--- src/rtl/watchdog_kicker_if.sv ---
`default_nettype none
// ============================================================================
// Module   : watchdog_kicker_if
// Brief    : Control, heartbeat and watchdog-side signals of the kicker.
// Revision : 1.0 - initial release
// ============================================================================
interface watchdog_kicker_if #(
    parameter int FCNT_W = 4
) ();
    logic              arm;
    logic              alive;
    logic              clr_fault;
    logic              timeout;
    logic              wd_enable;
    logic              wd_restart;
    logic              fault;
    logic [FCNT_W-1:0] fault_count;
    logic [1:0]        state;

    // master is the kicker itself; slave is the supervised logic plus watchdog
    modport master (
        input  arm, alive, clr_fault, timeout,
        output wd_enable, wd_restart, fault, fault_count, state
    );
    modport slave (
        output arm, alive, clr_fault, timeout,
        input  wd_enable, wd_restart, fault, fault_count, state
    );
endinterface
`default_nettype wire

--- src/rtl/watchdog_kicker.sv ---
`default_nettype none
// ============================================================================
// Module   : watchdog_kicker
// Brief    : Kicks an external watchdog while a supervised task stays alive,
//            withholds kicks when it goes silent, and latches/counts faults.
// Revision : 1.0 - initial release
// ============================================================================
module watchdog_kicker #(
    parameter int KICK_PERIOD  = 8,
    parameter int ALIVE_WINDOW = 12,
    parameter int FCNT_W       = 4
) (
    input  logic              clk,
    input  logic              rst_n,
    watchdog_kicker_if.master bus
);

    typedef enum logic [1:0] {
        ST_IDLE   = 2'd0,
        ST_ARMED  = 2'd1,
        ST_STARVE = 2'd2,
        ST_FAULT  = 2'd3
    } state_t;

    localparam logic [3:0]        C_KICK_LAST  = 4'(KICK_PERIOD - 1);
    localparam logic [7:0]        C_ALIVE_LAST = 8'(ALIVE_WINDOW - 1);
    localparam logic [FCNT_W-1:0] C_FCNT_MAX   = '1;
    localparam logic [FCNT_W-1:0] C_FCNT_ONE   = FCNT_W'(1);

    state_t            state_q, state_d;
    logic [3:0]        kick_cnt_q, kick_cnt_d;
    logic [7:0]        alive_cnt_q, alive_cnt_d;
    logic [FCNT_W-1:0] fault_count_q, fault_count_d;
    logic              wd_enable_q, wd_enable_d;
    logic              wd_restart_q, wd_restart_d;
    logic              fault_q, fault_d;
    logic              starve;

    always_comb begin
        state_d       = state_q;
        kick_cnt_d    = kick_cnt_q;
        alive_cnt_d   = alive_cnt_q;
        fault_count_d = fault_count_q;
        starve        = 1'b0;

        case (state_q)
            ST_IDLE: begin
                if (bus.arm) begin
                    state_d     = ST_ARMED;
                    kick_cnt_d  = 4'd0;
                    alive_cnt_d = 8'd0;
                end
            end
            ST_ARMED: begin
                starve = !bus.alive && (alive_cnt_q == C_ALIVE_LAST);
                if (bus.timeout) begin
                    state_d = ST_FAULT;
                end else if (!bus.arm) begin
                    state_d = ST_IDLE;
                end else if (starve) begin
                    state_d = ST_STARVE;
                end else begin
                    kick_cnt_d  = (kick_cnt_q == C_KICK_LAST) ? 4'd0 : kick_cnt_q + 4'd1;
                    alive_cnt_d = bus.alive ? 8'd0 : alive_cnt_q + 8'd1;
                end
            end
            ST_STARVE: begin
                if (bus.timeout) begin
                    state_d = ST_FAULT;
                end else if (!bus.arm) begin
                    state_d = ST_IDLE;
                end else if (bus.alive) begin
                    state_d     = ST_ARMED;
                    kick_cnt_d  = 4'd0;
                    alive_cnt_d = 8'd0;
                end
            end
            ST_FAULT: begin
                if (bus.clr_fault) begin
                    state_d = ST_IDLE;
                end
            end
            default: state_d = ST_IDLE;
        endcase

        if ((state_d == ST_FAULT) && (state_q != ST_FAULT) && (fault_count_q != C_FCNT_MAX)) begin
            fault_count_d = fault_count_q + C_FCNT_ONE;
        end

        // Outputs are registered, so they are derived from the next state
        wd_enable_d  = (state_d == ST_ARMED) || (state_d == ST_STARVE);
        wd_restart_d = (state_d == ST_ARMED) && (kick_cnt_d == 4'd0);
        fault_d      = (state_d == ST_FAULT);
    end

    always_ff @(posedge clk) begin
        if (!rst_n) begin
            state_q       <= ST_IDLE;
            kick_cnt_q    <= 4'd0;
            alive_cnt_q   <= 8'd0;
            fault_count_q <= '0;
            wd_enable_q   <= 1'b0;
            wd_restart_q  <= 1'b0;
            fault_q       <= 1'b0;
        end else begin
            state_q       <= state_d;
            kick_cnt_q    <= kick_cnt_d;
            alive_cnt_q   <= alive_cnt_d;
            fault_count_q <= fault_count_d;
            wd_enable_q   <= wd_enable_d;
            wd_restart_q  <= wd_restart_d;
            fault_q       <= fault_d;
        end
    end

    assign bus.wd_enable   = wd_enable_q;
    assign bus.wd_restart  = wd_restart_q;
    assign bus.fault       = fault_q;
    assign bus.fault_count = fault_count_q;
    assign bus.state       = state_q;

endmodule
`default_nettype wire

--- src/flat_wrapper.sv ---
// flat-port wrapper written by rule: the top's interface ports become plain ports
module watchdog_kicker_flat 
#(
    parameter int KICK_PERIOD  = 8,
    parameter int ALIVE_WINDOW = 12,
    parameter int FCNT_W       = 4
)
  (clk, rst_n, bus_arm, bus_alive, bus_clr_fault, bus_timeout, bus_wd_enable, bus_wd_restart, bus_fault, bus_fault_count, bus_state);
  watchdog_kicker_if #(.FCNT_W(FCNT_W)) bus_i ();
  input  logic clk;
  input  logic rst_n;
  input wire logic [$bits(bus_i.arm)-1:0] bus_arm;
  input wire logic [$bits(bus_i.alive)-1:0] bus_alive;
  input wire logic [$bits(bus_i.clr_fault)-1:0] bus_clr_fault;
  input wire logic [$bits(bus_i.timeout)-1:0] bus_timeout;
  output wire logic [$bits(bus_i.wd_enable)-1:0] bus_wd_enable;
  output wire logic [$bits(bus_i.wd_restart)-1:0] bus_wd_restart;
  output wire logic [$bits(bus_i.fault)-1:0] bus_fault;
  output wire logic [$bits(bus_i.fault_count)-1:0] bus_fault_count;
  output wire logic [$bits(bus_i.state)-1:0] bus_state;
  assign bus_i.arm = bus_arm;
  assign bus_i.alive = bus_alive;
  assign bus_i.clr_fault = bus_clr_fault;
  assign bus_i.timeout = bus_timeout;
  assign bus_wd_enable = bus_i.wd_enable;
  assign bus_wd_restart = bus_i.wd_restart;
  assign bus_fault = bus_i.fault;
  assign bus_fault_count = bus_i.fault_count;
  assign bus_state = bus_i.state;
  watchdog_kicker #(.KICK_PERIOD(KICK_PERIOD), .ALIVE_WINDOW(ALIVE_WINDOW), .FCNT_W(FCNT_W)) u_core (.clk(clk), .rst_n(rst_n), .bus(bus_i));
endmodule
--- config.mk ---
export PLATFORM = sky130hd
export DESIGN_NAME = watchdog_kicker_flat
export DESIGN_NICKNAME = d
export VERILOG_FILES = /design/src/rtl/watchdog_kicker_if.sv /design/src/rtl/watchdog_kicker.sv /design/src/flat_wrapper.sv
export SDC_FILE = /design/constraint.sdc
export NUM_CORES = 1
export LEC_CHECK = 0
export ABC_AREA = 1
export CORE_UTILIZATION = 45
export CTS_CLUSTER_SIZE = 28
export DETAILED_ROUTE_END_ITERATION = 12
export GPL_TIMING_DRIVEN = 0
export HOLD_SLACK_MARGIN = 0.02
export PLACE_DENSITY_LB_ADDON = 0.08
export SLEW_MARGIN = 20
export SYNTH_ARGS = -nofsm -noshare
export SYNTH_HDL_FRONTEND = slang
export SYNTH_SLANG_ARGS = --single-unit
--- constraint.sdc ---
create_clock -name clk -period 2.89 [get_ports clk]
set_input_delay 0.578 -clock clk [delete_from_list [all_inputs] [get_ports clk]]
set_output_delay 0.578 -clock clk [all_outputs]
set_load 0.02 [all_outputs]
==> key figures <==
Timing
  – Rel. slew slack: roughly three quarters
  – FMAX: 0.374 GHz
  – Skew final: about 7 ps
  – Finish-stage setup viols: 0
  – RSZ-0062 raised after global routing: no
  – Slew Viols, Final: 0
  – Final period util: between 90% and 100%
  – Endpoints failing hold: 0
  – Worst-margin pin slew: between 300 and 400 ps
  – Final Critical Period: between 2000 and 3000 ps
  – WHS: about 500 ps

Critical path
  – CP startpoint kind: input port
  – Critical Path RT: 3110 ps
  – Crit path DAT: approximately 2900 ps
  – CP most frequent cell: nand2_1
  – Crit Path Category: in2reg
  – CP max FO: 6
  – CP Capture Type: flip-flop
  – Cell family with most CP delay: simple AND/OR/NAND/NOR gates
  – Worst path cell trace: clkdlybuf4s50_1 -> inv_2 -> nand2_1 -> nor2_2 -> nand2_2 -> o21ai_0 -> nand2_1 -> nand2_1 -> nand2_1 -> ha_1 -> inv_1 -> nor2_1 -> nand2_1 -> nor2_1 -> a31o_1 -> and3_1
  – Worst path max stage delay: approximately 540 ps
  – CP bufs+invs: 3
  – CP max-delay cell: clkdlybuf4s50_1

Detailed routing
  – Max Used Layer: met4
  – Via count: about 1.2k
  – WL per Instance: about 12 um
  – Routed wire length: between 2 and 3 mm
  – ANT nets after route: 0
  – Total iterations of the first detailed-routing run: 4
  – DRT met1 WL: around 1.4 mm
  – Vias per inst: roughly 5.2
  – DRC Markers: 0
  – Metal3 WL: between 100 and 150 um
  – DRT iter0 DRCs: 49
  – DR WL met2: about 1.2 mm

Finish
  – Most common cell after layout, fill and taps aside: nand2_1
  – Commonest non-fill, non-tap cells in the layout: nand2_1, inv_1, nor2_1
  – Post-route core utilization: between 50% and 60%
  – Nets: approximately 220
  – Fraction of layout cells with a size suffix above 1: between 10 and 15%
  – ANT cells: 0
  – Area delta synth->final: 15.7%
  – Fillers: between 200 and 300

Yosys
  – Synthesis Warnings: 0
  – Number of flops mapped to enable cells by yosys: 0
  – Post-synthesis async set-or-reset flop share: 0%
  – Synth Net Count: 200
  – Post-synthesis average cell area: 6.69 um^2
  – Synth Register Bits: 21
  – Mapped Area: roughly 1300 um^2
  – Syn Inst Count: 189
  – Seq/Total Area, Yosys: 33.3%
  – Synth cell types: 30
  – Ys flop type: dfxtp_1

Clock network
  – H-tree depth: 1
  – CTS Buf Count: 3
  – CTS Hold Bufs: 0
  – Root Buffer Master: clkbuf_4
  – Total clock sinks: 21
  – Clock Path Buffers: 2
  – CTS tree: built
  – Clk_lat worst skew: 310 ps
  – CTS clk-pin slew, worst paths: approximately 120 ps

GRT
  – Largest net degree at the start of global routing: 12
  – Total gr overflow: 0
  – Wire length of the first global-routing pass: 4.49 mm
  – Gr usage total: roughly a fifth
  – Initial antenna violation count: 0
  – Vias in the first global route: ~1.1k

Floorplan
  – Row count: 18
  – Die Ht: 55.0 um
  – Core area: about 2600 um^2
  – I/O pins: 15
  – Initial Util: 49.2%
  – Die area: about 3000 um^2
  – Die Width: approximately 55 um

Placed design
  – Final Wtd Congestion: 0.826
  – DP HPWL: 2.13 mm
  – IO buf count: 13

Flow run
  – Max-cap violations: 0

Power and ir drop
  – Peak VDD IR: roughly 0.36 mV
  – PwrDens: around 410 nW/um^2
  – LEAKAGE: a little over 0.6 nW

Run status
  – Status: finished, final reports clean

Hold path
  – Min-Delay Path Class: reg2reg
## cell families (layout without fill, tap and decap cells)
group                      count (synthesis)  in the layout  share of synthesized area [%]
AOI/OAI and AO/OA                         27             27                           12.4
adders and majority gates                  5              5                           4.95
buffers and inverters                     34             51                           10.7
and+or+nand+nor                          102            102                           38.7
DFF                                       21             21                           33.3
## per-layer routing
layer	GRT usage (%)	vias to the layer above
li1	-	639
met2	33.5	41
met3	3.55	7
met4	6.25	0
met1	28.4	543
met5	0	-
## area by class of cell
cell class,count,area [um^2],area share [%]
clock buffers,4,26.3,1.80
inverters,32,120,8.21
plain buffers,2,15.0,1.03
well taps,30,37.5,2.57
repair buffers,13,130,8.90
flip-flops and latches,21,420,28.7
multi-input cells,134,713,48.8
## worst min-delay path, delay by kind of cell (launching register included)
family | cells | cell delay [ps]
AO/OA/AOI/OAI | 1 | 50
flip-flops | 1 | 350
AND/OR/NAND/NOR | 1 | 60
## state kept, by name, summed over array words and instances, names as in the netlist
name / flops
u_core.bus.wd_enable: 1
u_core.alive_cnt_q: 8
u_core.bus.wd_restart: 1
u_core.bus.fault: 1
u_core.bus.state: 2
u_core.bus.fault_count: 4
u_core.kick_cnt_q: 4
## Yosys cell counts, types with 2 or more instances
cell	n	area (um^2)
nor2_1	26	97.6
nand2_1	41	154
inv_2	4	15.0
nor3_1	4	20.0
o21ai_0	9	45.0
nand3_1	14	70.1
nand4_1	4	25.0
inv_1	27	101
o21ai_1	3	15.0
dfxtp_1	21	420
a21oi_1	10	50.1
nor2_2	2	12.5
ha_1	5	62.6
nor3b_2	3	37.5
## path summary, 6_finish.rpt
check,start,to,slack [ps],cells past startpoint
setup / recovery,bus_alive,u_core.bus.fault_count[3],220,16
hold / removal,u_core.alive_cnt_q[1],u_core.alive_cnt_q[1],500,2
setup reg to reg,u_core.alive_cnt_q[0],u_core.bus.fault_count[3],440,15
hold reg to reg,u_core.alive_cnt_q[1],u_core.alive_cnt_q[1],500,2
## where the power goes
group / internal (mW) / total, mW / switching [mW]
Clock: 0.0539 / 0.142 / 0.0884
Combinational: 0.0528 / 0.136 / 0.0832
Sequential: 0.303 / 0.316 / 0.0130
## through the flow
step           std cells  setup slack [ps]  setup TNS, ps  total power [mW]  area [um^2]
6_report             236               217              0             0.594         1460
5_1_grt              236              7.04              0             0.630         1460
4_1_cts              236               149              0             0.599         1460
3_5_place_dp         232              -174           -241             0.458         1430
3_3_place_gp         232              -107           -107             0.453         1430
2_1_floorplan        189               728              0             0.408         1260
## repair_timing
action,CTS,global route
buffers inserted,0,0
setup endpoints to repair,0,2
resized for setup,0,2
Power figures use the tool's default switching activity.
